`config.mk`:
```
export PLATFORM = sky130hd
export DESIGN_NAME = rs_5_3_frame_feeder
export DESIGN_NICKNAME = d
export VERILOG_FILES = /design/src/rtl/rs_5_3_pkg.sv /design/src/rtl/rs_5_3_frame_slot_buf.sv /design/src/rtl/rs_5_3_frame_feeder.sv
export SDC_FILE = /design/constraint.sdc
export NUM_CORES = 1
export LEC_CHECK = 0
export CORE_UTILIZATION = 54
export DETAILED_ROUTE_END_ITERATION = 10
export HOLD_SLACK_MARGIN = 0.1
export PLACE_DENSITY = 0.83
export SLEW_MARGIN = 15
export SYNTH_ARGS = -nofsm -noshare
export SYNTH_HDL_FRONTEND = slang
export SYNTH_HIERARCHICAL = 1
export SYNTH_SLANG_ARGS = --single-unit
```
`constraint.sdc`:
```
create_clock -name CLK -period 2.1 [get_ports CLK]
set_clock_uncertainty 0.05 [all_clocks]
set_input_delay 0.315 -clock CLK [delete_from_list [all_inputs] [get_ports CLK]]
set_output_delay 0.315 -clock CLK [all_outputs]
set_load 0.01 [all_outputs]
```
`src/rtl/rs_5_3_pkg.sv`:
```
// rtl/rs_5_3_pkg.sv - shared constants, state type and helpers for the RS(5,3) frame feeder
package rs_5_3_pkg;

    localparam int RS_ENC_LEN = 3;
    localparam int RS_DEC_LEN = 5;
    localparam int RS_SYM_W   = 8;

    localparam logic RS_MODE_ENC = 1'b1;
    localparam logic RS_MODE_DEC = 1'b0;

    typedef enum logic [1:0] {
        IDLE,
        BURST,
        GAP
    } feed_state_e;

    function automatic logic [2:0] frame_len(input logic mode);
        return (mode == RS_MODE_ENC) ? 3'(RS_ENC_LEN) : 3'(RS_DEC_LEN);
    endfunction

endpackage

```
`src/rtl/rs_5_3_frame_slot_buf.sv`:
```
// rtl/rs_5_3_frame_slot_buf.sv - two-slot frame store with write/read pointers and full flags
// Optional error-injection fields are kept per slot when RS_FEEDER_ERR_INJ_EN is defined.
module rs_5_3_frame_slot_buf
    import rs_5_3_pkg::*;
(
    input  logic                clk_i,
    input  logic                reset_i,
    input  logic                wr_valid_i,
    input  logic [RS_SYM_W-1:0] wr_data_i,
    input  logic                wr_mode_i,
`ifdef RS_FEEDER_ERR_INJ_EN
    input  logic [2:0]          wr_err_pos_i,
    input  logic [RS_SYM_W-1:0] wr_err_val_i,
    output logic [2:0]          rd_err_pos_o,
    output logic [RS_SYM_W-1:0] rd_err_val_o,
`endif
    input  logic                rd_free_i,
    input  logic [2:0]          rd_idx_i,
    output logic                wr_ready_o,
    output logic                rd_full_o,
    output logic                rd_mode_o,
    output logic [RS_SYM_W-1:0] rd_data_o,
    output logic                any_full_next_o
);

    logic [RS_SYM_W-1:0] mem_q [2][RS_DEC_LEN];
    logic [1:0]          mode_q;
    logic [1:0]          full_q, full_d;
    logic                wr_ptr_q, wr_ptr_d;
    logic                rd_ptr_q, rd_ptr_d;
    logic [2:0]          wr_cnt_q, wr_cnt_d;
    logic                ready_q;
    logic                wr_fire;
    logic                first_sym;
    logic                cur_mode;

`ifdef RS_FEEDER_ERR_INJ_EN
    logic [2:0]          err_pos_q [2];
    logic [RS_SYM_W-1:0] err_val_q [2];
`endif

    assign wr_fire   = wr_valid_i && ready_q;
    assign first_sym = (wr_cnt_q == 3'd0);
    // The frame length is fixed by the mode latched with the first symbol.
    assign cur_mode  = first_sym ? wr_mode_i : mode_q[wr_ptr_q];

    always_comb begin
        full_d   = full_q;
        wr_ptr_d = wr_ptr_q;
        rd_ptr_d = rd_ptr_q;
        wr_cnt_d = wr_cnt_q;
        if (wr_fire) begin
            if (wr_cnt_q == frame_len(cur_mode) - 3'd1) begin
                full_d[wr_ptr_q] = 1'b1;
                wr_cnt_d         = 3'd0;
                wr_ptr_d         = ~wr_ptr_q;
            end else begin
                wr_cnt_d = wr_cnt_q + 3'd1;
            end
        end
        if (rd_free_i) begin
            full_d[rd_ptr_q] = 1'b0;
            rd_ptr_d         = ~rd_ptr_q;
        end
    end

    always_ff @(posedge clk_i) begin
        if (reset_i) begin
            full_q   <= 2'b00;
            wr_ptr_q <= 1'b0;
            rd_ptr_q <= 1'b0;
            wr_cnt_q <= 3'd0;
            ready_q  <= 1'b0;
        end else begin
            full_q   <= full_d;
            wr_ptr_q <= wr_ptr_d;
            rd_ptr_q <= rd_ptr_d;
            wr_cnt_q <= wr_cnt_d;
            ready_q  <= ~full_d[wr_ptr_d];
        end
    end

    always_ff @(posedge clk_i) begin
        if (wr_fire) begin
            mem_q[wr_ptr_q][wr_cnt_q] <= wr_data_i;
            if (first_sym) begin
                mode_q[wr_ptr_q] <= wr_mode_i;
`ifdef RS_FEEDER_ERR_INJ_EN
                err_pos_q[wr_ptr_q] <= wr_err_pos_i;
                err_val_q[wr_ptr_q] <= (wr_mode_i == RS_MODE_DEC) ? wr_err_val_i : '0;
`endif
            end
        end
    end

    assign wr_ready_o      = ready_q;
    assign rd_full_o       = full_q[rd_ptr_q];
    assign rd_mode_o       = mode_q[rd_ptr_q];
    assign rd_data_o       = mem_q[rd_ptr_q][rd_idx_i];
    assign any_full_next_o = |full_d;
`ifdef RS_FEEDER_ERR_INJ_EN
    assign rd_err_pos_o    = err_pos_q[rd_ptr_q];
    assign rd_err_val_o    = err_val_q[rd_ptr_q];
`endif

endmodule

```
`src/rtl/rs_5_3_frame_feeder.sv`:
```
// rtl/rs_5_3_frame_feeder.sv - frames a byte stream into gapped RS(5,3) codec bursts
// Optional macro RS_FEEDER_ERR_INJ_EN adds ERR_POS/ERR_VAL symbol corruption on decode frames.
module rs_5_3_frame_feeder
    import rs_5_3_pkg::*;
#(
    parameter int ENC_GAP = 2,
    parameter int DEC_GAP = 6
) (
    input  logic                CLK,
    input  logic                RESET,
    input  logic                S_VALID,
    output logic                S_READY,
    input  logic [RS_SYM_W-1:0] S_DATA,
    input  logic                S_MODE,
`ifdef RS_FEEDER_ERR_INJ_EN
    input  logic [2:0]          ERR_POS,
    input  logic [RS_SYM_W-1:0] ERR_VAL,
`endif
    output logic                DATA_VALID_IN,
    output logic [RS_SYM_W-1:0] DATA_IN,
    output logic                E_D,
    output logic                BUSY
);

    // Outputs lag the state by one register, so the IDLE cycle before a burst
    // counts as one of the idle cycles and GAP itself lasts gap-1 cycles.
    localparam logic [7:0] ENC_RELOAD = (ENC_GAP >= 2) ? 8'(ENC_GAP - 2) : 8'd0;
    localparam logic [7:0] DEC_RELOAD = (DEC_GAP >= 2) ? 8'(DEC_GAP - 2) : 8'd0;

    feed_state_e         state_q, state_d;
    logic [2:0]          idx_q, idx_d;
    logic [7:0]          gap_q, gap_d;
    logic                dv_q, dv_d;
    logic [RS_SYM_W-1:0] data_q, data_d;
    logic                ed_q, ed_d;
    logic                busy_q, busy_d;

    logic                rd_free;
    logic                rd_full;
    logic                rd_mode;
    logic [RS_SYM_W-1:0] rd_data;
    logic                any_full_next;
    logic                wr_ready;
    logic [RS_SYM_W-1:0] inj_mask;

`ifdef RS_FEEDER_ERR_INJ_EN
    logic [2:0]          rd_err_pos;
    logic [RS_SYM_W-1:0] rd_err_val;

    assign inj_mask = (rd_mode == RS_MODE_DEC && rd_err_pos == idx_q) ? rd_err_val : '0;
`else
    assign inj_mask = '0;
`endif

    rs_5_3_frame_slot_buf u_slots (
        .clk_i           (CLK),
        .reset_i         (RESET),
        .wr_valid_i      (S_VALID),
        .wr_data_i       (S_DATA),
        .wr_mode_i       (S_MODE),
`ifdef RS_FEEDER_ERR_INJ_EN
        .wr_err_pos_i    (ERR_POS),
        .wr_err_val_i    (ERR_VAL),
        .rd_err_pos_o    (rd_err_pos),
        .rd_err_val_o    (rd_err_val),
`endif
        .rd_free_i       (rd_free),
        .rd_idx_i        (idx_q),
        .wr_ready_o      (wr_ready),
        .rd_full_o       (rd_full),
        .rd_mode_o       (rd_mode),
        .rd_data_o       (rd_data),
        .any_full_next_o (any_full_next)
    );

    always_comb begin
        state_d = state_q;
        idx_d   = idx_q;
        gap_d   = gap_q;
        dv_d    = 1'b1;
        data_d  = '0;
        ed_d    = ed_q;
        rd_free = 1'b0;
        case (state_q)
            IDLE: begin
                if (rd_full) begin
                    state_d = BURST;
                    idx_d   = 3'd0;
                end
            end
            BURST: begin
                dv_d   = 1'b0;
                data_d = rd_data ^ inj_mask;
                if (idx_q == 3'd0) begin
                    ed_d = rd_mode;
                end
                if (idx_q == frame_len(rd_mode) - 3'd1) begin
                    rd_free = 1'b1;
                    state_d = GAP;
                    gap_d   = (rd_mode == RS_MODE_ENC) ? ENC_RELOAD : DEC_RELOAD;
                end else begin
                    idx_d = idx_q + 3'd1;
                end
            end
            GAP: begin
                if (gap_q == 8'd0) begin
                    state_d = IDLE;
                end else begin
                    gap_d = gap_q - 8'd1;
                end
            end
            default: state_d = IDLE;
        endcase
        busy_d = any_full_next || (state_d != IDLE);
    end

    always_ff @(posedge CLK) begin
        if (RESET) begin
            state_q <= IDLE;
            idx_q   <= 3'd0;
            gap_q   <= 8'd0;
            dv_q    <= 1'b1;
            data_q  <= '0;
            ed_q    <= RS_MODE_ENC;
            busy_q  <= 1'b0;
        end else begin
            state_q <= state_d;
            idx_q   <= idx_d;
            gap_q   <= gap_d;
            dv_q    <= dv_d;
            data_q  <= data_d;
            ed_q    <= ed_d;
            busy_q  <= busy_d;
        end
    end

    assign S_READY       = wr_ready;
    assign DATA_VALID_IN = dv_q;
    assign DATA_IN       = data_q;
    assign E_D           = ed_q;
    assign BUSY          = busy_q;

endmodule

```
# After elaboration in Yosys (flattened, before gate mapping)
# Memory sizes are Yosys's and may differ from the RTL's. A register that Yosys moved wholly into a read port is not among the register bits.
# Index checks and enable logic that the tools add are counted.
[totals] register_bits=34 n_memories=1 word_cells=107 rom_bits=0 ram_bits=80 latchBits=0 input_bits=12
[mem_list] memory="u_slots.mem_q" depth=2 width=40 rd=1 rd_clocked_by_memory_dff=1 write_ports=1 line="rs_5_3_frame_slot_buf.sv:26" rtl="logic [RS_SYM_W-1:0] mem_q [2][RS_DEC_LEN];"
[classes] multipliers=0 n_div=0 n_reduce_logical=18 n_bitwise=9 add_sub_neg=5 shifts=0 magnitude_cmp=8 mux=45 eq_ne=8
[ops] operator="$mux W40" count=1
[ops] operator="$mux W8" count=5
[ops] operator="$bmux W8 S3" count=1
[ops] operator="$demux W8 S3" count=1
[ops] operator="$mux W1" count=19
[ops] operator="$mux W3" count=6
[ops] operator="$pmux W8 S2" count=1
[ops] operator="$mux W2" count=6
[ops] operator="$ge A4 B4 Y1 const B" count=2
[ops] operator="$logic_not A8 Y1" count=1
[ops] operator="$ne A2 B2 Y1 const B" count=4
[ops] operator="$not A3 Y4" count=2
[ops] operator="$sub A8 B1 Y8 const B" count=1
[ops] operator="$add A3 B1 Y3 const B" count=2
[ops] operator="$eq A3 B3 Y1" count=2
[ops] operator="$logic_not A3 Y1" count=2
[ops] operator="$lt A1 B2 Y1 const B" count=3
[ops] operator="$pmux W2 S3" count=1
[ops] operator="$pmux W3 S2" count=1
[ops] operator="$reduce_and A3 Y1" count=2
[ops] operator="$reduce_bool A2 Y1" count=3
[ops] operator="$sub A3 B1 Y3 const B" count=2
[ops] operator="$logic_and A1 B1 Y1" count=4
[ops] operator="$lt A4 B1 Y1 const B" count=1
[ops] operator="13 further kinds" count=20

# Longest topological paths before layout
[depth] word_depth=13 ltp_mapped=10

# Hierarchy
# Netlist, hierarchy kept.
[by_module_without_submodules] module="rs_5_3_frame_slot_buf" area_per_inst_um2=3726.1 seq_area_each_um2=2642.5 cells_per_inst=231 instances=1
[by_module_without_submodules] module="rs_5_3_frame_feeder" area_per_inst_um2=1183.6 seq_area_each_um2=480.5 cells_per_inst=125 instances=1

# Worst setup path before layout
# Ideal clock, no wire load.
[synth_timing] path_kind="reg2reg" start="register u_slots.rd_ptr_q" end="register busy_q (netlist: BUSY)" t_arrival_ps=1963 path_buffers=0 path_stages_with_launch=9 setup_time_ps=148 setup_slack_ps=-61 synth_period_minus_slack_ps=2161 required_ps=1902 path_cell_list="dfxtp_1 mux2_2 nor4b_4 o21a_1 nand2b_1 o32ai_1 nor4_1 nand2b_1 o311ai_0"
[synth_between] elab_chain_cells=10
[synth_rtl] element="start: declaration" line="rs_5_3_frame_slot_buf.sv:30" rtl="logic rd_ptr_q, rd_ptr_d;"
[synth_rtl] element="start signal: assignment" line="rs_5_3_frame_slot_buf.sv:77" rtl="rd_ptr_q <= rd_ptr_d;"
[synth_rtl] element="$mux W1 (implied by the code) (2 in a row)" line="rs_5_3_frame_slot_buf.sv:98" rtl="assign rd_mode_o = mode_q[rd_ptr_q];"
[synth_rtl] element="net rd_mode" line="rs_5_3_frame_feeder.sv:40" rtl="logic rd_mode;"
[synth_rtl] element="$mux W3" line="rs_5_3_pkg.sv:18" rtl="return (mode == RS_MODE_ENC) ? 3'(RS_ENC_LEN) : 3'(RS_DEC_LEN);"
[synth_rtl] element="$sub A3 B1 Y3" line="rs_5_3_frame_feeder.sv:97" rtl="if (idx_q == frame_len(rd_mode) - 3'd1) begin"
[synth_rtl] element="$eq A3 B3 Y1" line="rs_5_3_frame_feeder.sv:97"
[synth_rtl] element="$mux W1" line="rs_5_3_frame_feeder.sv:97"
[synth_rtl] element="$mux W1" line="rs_5_3_frame_feeder.sv:84" rtl="case (state_q)"
[synth_rtl] element="net rd_free" line="rs_5_3_frame_feeder.sv:38" rtl="logic rd_free;"
[synth_rtl] element="$mux W2" line="rs_5_3_frame_slot_buf.sv:61" rtl="if (rd_free_i) begin"
[synth_rtl] element="$reduce_or A2 Y1" line="rs_5_3_frame_slot_buf.sv:100" rtl="assign any_full_next_o = |full_d;"
[synth_rtl] element="net any_full_next" line="rs_5_3_frame_feeder.sv:42" rtl="logic any_full_next;"
[synth_rtl] element="$logic_or A1 B1 Y1" line="rs_5_3_frame_feeder.sv:114" rtl="busy_d = any_full_next || (state_d != IDLE);"
[synth_rtl] element="end signal: assignment" line="rs_5_3_frame_feeder.sv:133" rtl="busy_q <= busy_d;"
[synth_rtl] element="end: declaration" line="rs_5_3_frame_feeder.sv:36" rtl="logic busy_q, busy_d;"
# The timed path passes the listed nets, and every way through them passes these cells. The select of a mux whose other input is x is not followed.
# A chain may end at the register's enable or synchronous reset.

# Worst setup path in the final report
[layout_timing] start="register u_slots.mode_q[1]" end="register gap_q[4]"
[layout_between] elab_chain_cells=7
[layout_rtl] element="start: declaration" line="rs_5_3_frame_slot_buf.sv:27" rtl="logic [1:0] mode_q;"
[layout_rtl] element="start signal: indexed assignment" line="rs_5_3_frame_slot_buf.sv:87" rtl="mode_q[wr_ptr_q] <= wr_mode_i;"
[layout_rtl] element="$mux W1 (implied by the code) (2 in a row)" line="rs_5_3_frame_slot_buf.sv:98"
[layout_rtl] element="net rd_mode" line="rs_5_3_frame_feeder.sv:40"
[layout_rtl] element="$mux W3" line="rs_5_3_pkg.sv:18"
[layout_rtl] element="$sub A3 B1 Y3" line="rs_5_3_frame_feeder.sv:97"
[layout_rtl] element="$eq A3 B3 Y1" line="rs_5_3_frame_feeder.sv:97"
[layout_rtl] element="$ne A2 B2 Y1 (no line)"
[layout_rtl] element="$reduce_and A3 Y1 (no line)"
[layout_rtl] element="end signal: assignment" line="rs_5_3_frame_feeder.sv:129" rtl="gap_q <= gap_d;"
[layout_rtl] element="end: declaration" line="rs_5_3_frame_feeder.sv:32" rtl="logic [7:0] gap_q, gap_d;"
# The timed path passes the listed nets, and every way through them passes these cells. The select of a mux whose other input is x is not followed.

==> run_results.csv <==
group,metric,value,unit
outcome,run_status,"finished, violations left",
outcome,failed_checks,"negative setup slack",
clock_network,clkLatencyLatePin,520,ps
timing,finalHoldViolCount,0,
pwr,power_density,843,nW/um2
grt,antenna_found_initial,0,
clock_network,cts-buffers-inserted,17,
final_layout,areaGrowthSynthToFinish,29.6,%
critical_path,crit_path_top_delay_cell,"or4b_4",
timing,max_slew_margin,41.6,%
logic_synthesis,synth_top_cell_by_area,"edfxtp_1",
routing,drc,0,
floorplanning,row_cnt,34,
timing,postLayoutSetupSlackWorst,-208,ps
placed_design,placement.io_buffers,23,
job,drv.max_cap_violation_count,0,
pwr,worst_ir_drop_on_vdd,438,uV
pwr,finalPower,0.00537,W
timing,post-route-period-util,110,%
clock_network,clock_tree_buffer_depth,2,
logic_synthesis,synth_enable_flop_cells,82,
critical_path,crit_family,"simple AND/OR/NAND/NOR gates",
pwr,internal-power,0.00412,W
logic_synthesis,synth.ff_latch_count,115,
routing,drt-total-wl,13300,um
pwr,total_switching_power,0.00125,W
placed_design,dp_hpwl,6700,um
critical_path,timing.critical_path.buf_inv,1,
logic_synthesis,yosysMostFrequentCell,"edfxtp_1",
routing,detail_route.iter0.violations,369,
grt,number_of_global_route_vias_before_repair,3326,
routing,dr_total_vias,3557,
floorplanning,core-area,8760,um2
min_path,min_path_type,"primary input to flip-flop",
clock_network,post_cts_hold_buffer_count,0,
critical_path,path_class,"flip-flop to flip-flop",
floorplanning,ioPinCount,24,
critical_path,worst_setup_path_end_kind,"flip-flop",
timing,max_freq,433,MHz
timing,setup_tns,-1600,ps
clock_network,cts_tree,"done",
critical_path,cp_data_required_time,2490,ps
routing,viasPerCell,6.46,
logic_synthesis,synth-seq-area-share,63.6,%
logic_synthesis,most_instantiated_cells_after_synthesis,"82 x edfxtp_1, 33 x dfxtp_1, 23 x a21oi_1, 20 x nor2_1",
clock_network,cts-htree-levels,4,
logic_synthesis,synthesis.instances,356,
logic_synthesis,dominant_synthesized_flop_cell,"edfxtp_1",
placed_design,placer_s_final_routability_congestion_estimate,0.798,
critical_path,timing.critical_path.slowest_cell_delay,530,ps
floorplanning,starting_density_of_the_core,56.0,%
timing,timing_worst_slew_pin_value,866,ps
final_layout,nets,452,
pwr,seq_power_share,45.8,%
logic_synthesis,ys_top_cells_by_area,"edfxtp_1 50%, dfxtp_1 13%, mux4_2 7.3%",
routing,firstDrtPassIters,6,
logic_synthesis,async_flop_share,0,%
timing,setup_violations,15,
clock_network,clk_transition_reported_paths,60,ps
timing,final.min_clock_period,2310,ps
logic_synthesis,synthesis.nets,378,
floorplanning,die_x,97.4,um
critical_path,cp_cell_sequence,"mux2_4, nor4b_4, buf_4, o31ai_4, or4b_4, a21oi_2",
pwr,pwr-share-clk,51.0,%
clock_network,root_buffer,"clkbuf_8",
routing,wl_per_cell,24.1,um
routing,postRouteAntennaNets,0,
logic_synthesis,synthesis.area,4910,um2
critical_path,worst_ep_arrival_time,2700,ps
pwr,comb_power_share,3.2,%
grt,maximum_number_of_pins_on_one_net_before_global_route_repair,25,
logic_synthesis,synth-warning-count,6,
grt,overflow,0,
final_layout,fillCellCount,501,
timing,maxSlewViolCount,0,
floorplanning,dieArea,9480,um2
pwr,leakage_power,2.22,nW
timing,rsz0062_at_grt,"true",
critical_path,critical_path_peak_fanout,8,
final_layout,num_antenna_cells,0,
floorplanning,die_span_in_y,97.4,um
clock_network,tritoncts_num_sinks,115,
logic_synthesis,yosysTopAreaCellShare,50.2,%
logic_synthesis,syn_area_per_cell,13.8,um2
pwr,sw_frac_of_total,23.2,%
logic_synthesis,yosys.cell_types.count,52,
final_layout,share_of_layout_cells_above_drive_strength_1,30.9,%
critical_path,timing.critical_path.from_type,"flip-flop",
grt,grt_pass1_wl,18500,um
grt,grt_use_total,26.8,%
## worst paths after layout
| check | from | to | slack [ps] | depth (start not counted) |
|---|---|---|---|---|
| max | u_slots/mode_q[1] | gap_q[4] | -210 | 6 |
| min | S_MODE | u_slots/mode_q[1] | 370 | 1 |
| max reg2reg | u_slots/mode_q[1] | gap_q[4] | -210 | 6 |
| min reg2reg | gap_q[7] | gap_q[7] | 450 | 2 |
## timing repair
action,in CTS,in global routing
endpoints found under the setup margin,11,12
buffers inserted,9,6
resized for setup,16,27
pin swaps,9,13
## power groups by stage
stage | Clock [W] | Combinational, W | Sequential, W
floorplan | 0 | 0.0000676 | 0.00250
global placement | 0 | 0.000138 | 0.00250
detailed placement | 0 | 0.000149 | 0.00250
CTS | 0.00274 | 0.000157 | 0.00246
global route | 0.00287 | 0.000182 | 0.00246
finish | 0.00274 | 0.000172 | 0.00246
## logic make-up (layout without fill, tap and decap cells)
| group | count (synthesis) | count (layout) | share of synthesized area [%] |
|---|---|---|---|
| buf+inv | 32 | 119 | 2.98 |
| mux | 29 | 29 | 10.1 |
| compound gates | 61 | 61 | 7.82 |
| xor+xnor | 1 | 1 | 0.178 |
| fa+ha+maj | 10 | 10 | 2.55 |
| simple gates | 108 | 108 | 12.8 |
| flops | 115 | 115 | 63.6 |
## flip-flops by register name, summed over array words and instances (netlist names), named ones only
name,flops
BUSY,1
DATA_IN,8
DATA_VALID_IN,1
E_D,1
gap_q,8
idx_q,3
state_q,2
u_slots/full_q,2
u_slots/mem_q,80
u_slots/mode_q,2
u_slots/rd_ptr_q,1
u_slots/wr_cnt_q,3
u_slots/wr_ptr_q,1
u_slots/wr_ready_o,1
## final cells by class
cell class | instances | area, um2 | area share, %
tap | 108 | 135 | 2.12
inverter | 16 | 60.1 | 0.944
timing repair buffer | 71 | 648 | 10.2
clock buffer | 17 | 414 | 6.51
multi-input combinational | 209 | 1830 | 28.8
clock inverter | 15 | 146 | 2.30
sequential | 115 | 3130 | 49.1
## layout by cell type, fill, tap and decap left out, types with 3 or more instances in the layout
cell type        synthesis  routed
a21oi_1                 23      18
a21oi_2                  1       6
and2_1                   8       8
and3_1                   4       4
buf_12                   0       4
buf_4                    1      42
clkbuf_16                0      16
clkdlybuf4s50_1          0      23
clkinvlp_4               0       4
dfxtp_1                 33      30
dfxtp_2                  0       3
edfxtp_1                82      82
ha_1                    10       9
inv_1                   16      14
inv_6                    0       7
mux2i_1                 10       9
mux4_2                  16      16
nand2_1                 12      11
nand2b_1                 9       8
nand3_1                 12      12
nor2_1                  20      20
nor2b_1                  5       5
nor3_1                  13      10
nor3_2                   0       3
o21ai_0                 14      14
o31ai_1                  6       4
or3_1                    4       3
or4_4                    0       3
## per-layer routing
metal	track usage, %	vias up	part of all wire [%]
li1	-	1519	-
met1	31.6	1765	38
met2	44.9	220	51
met3	6.91	53	6.9
met4	14.5	0	4.9
met5	0	-	0
## per-stage QoR
stage               hold slack (ps)  setup slack (ps)  cells  util (%)  area, um2
global placement                413             -3.14    504      62.6       5490
detailed placement              427              -161    504      62.6       5490
finish                          371              -208    551      72.6       6360
floorplan                       364              2.90    356         -       4910
global route                    360              -242    551      72.6       6360
CTS                             373             -53.3    545      70.6       6180
## worst reg2reg max path, delay by kind of cell (launching register included)
kind | cells | cell delay (ps)
AND/OR/NAND/NOR | 2 | 950
flip-flops | 1 | 460
multiplexers | 1 | 340
AO/OA/AOI/OAI | 2 | 230
buffers and inverters | 1 | 220
No activity file was read; power rests on OpenSTA's default activity.
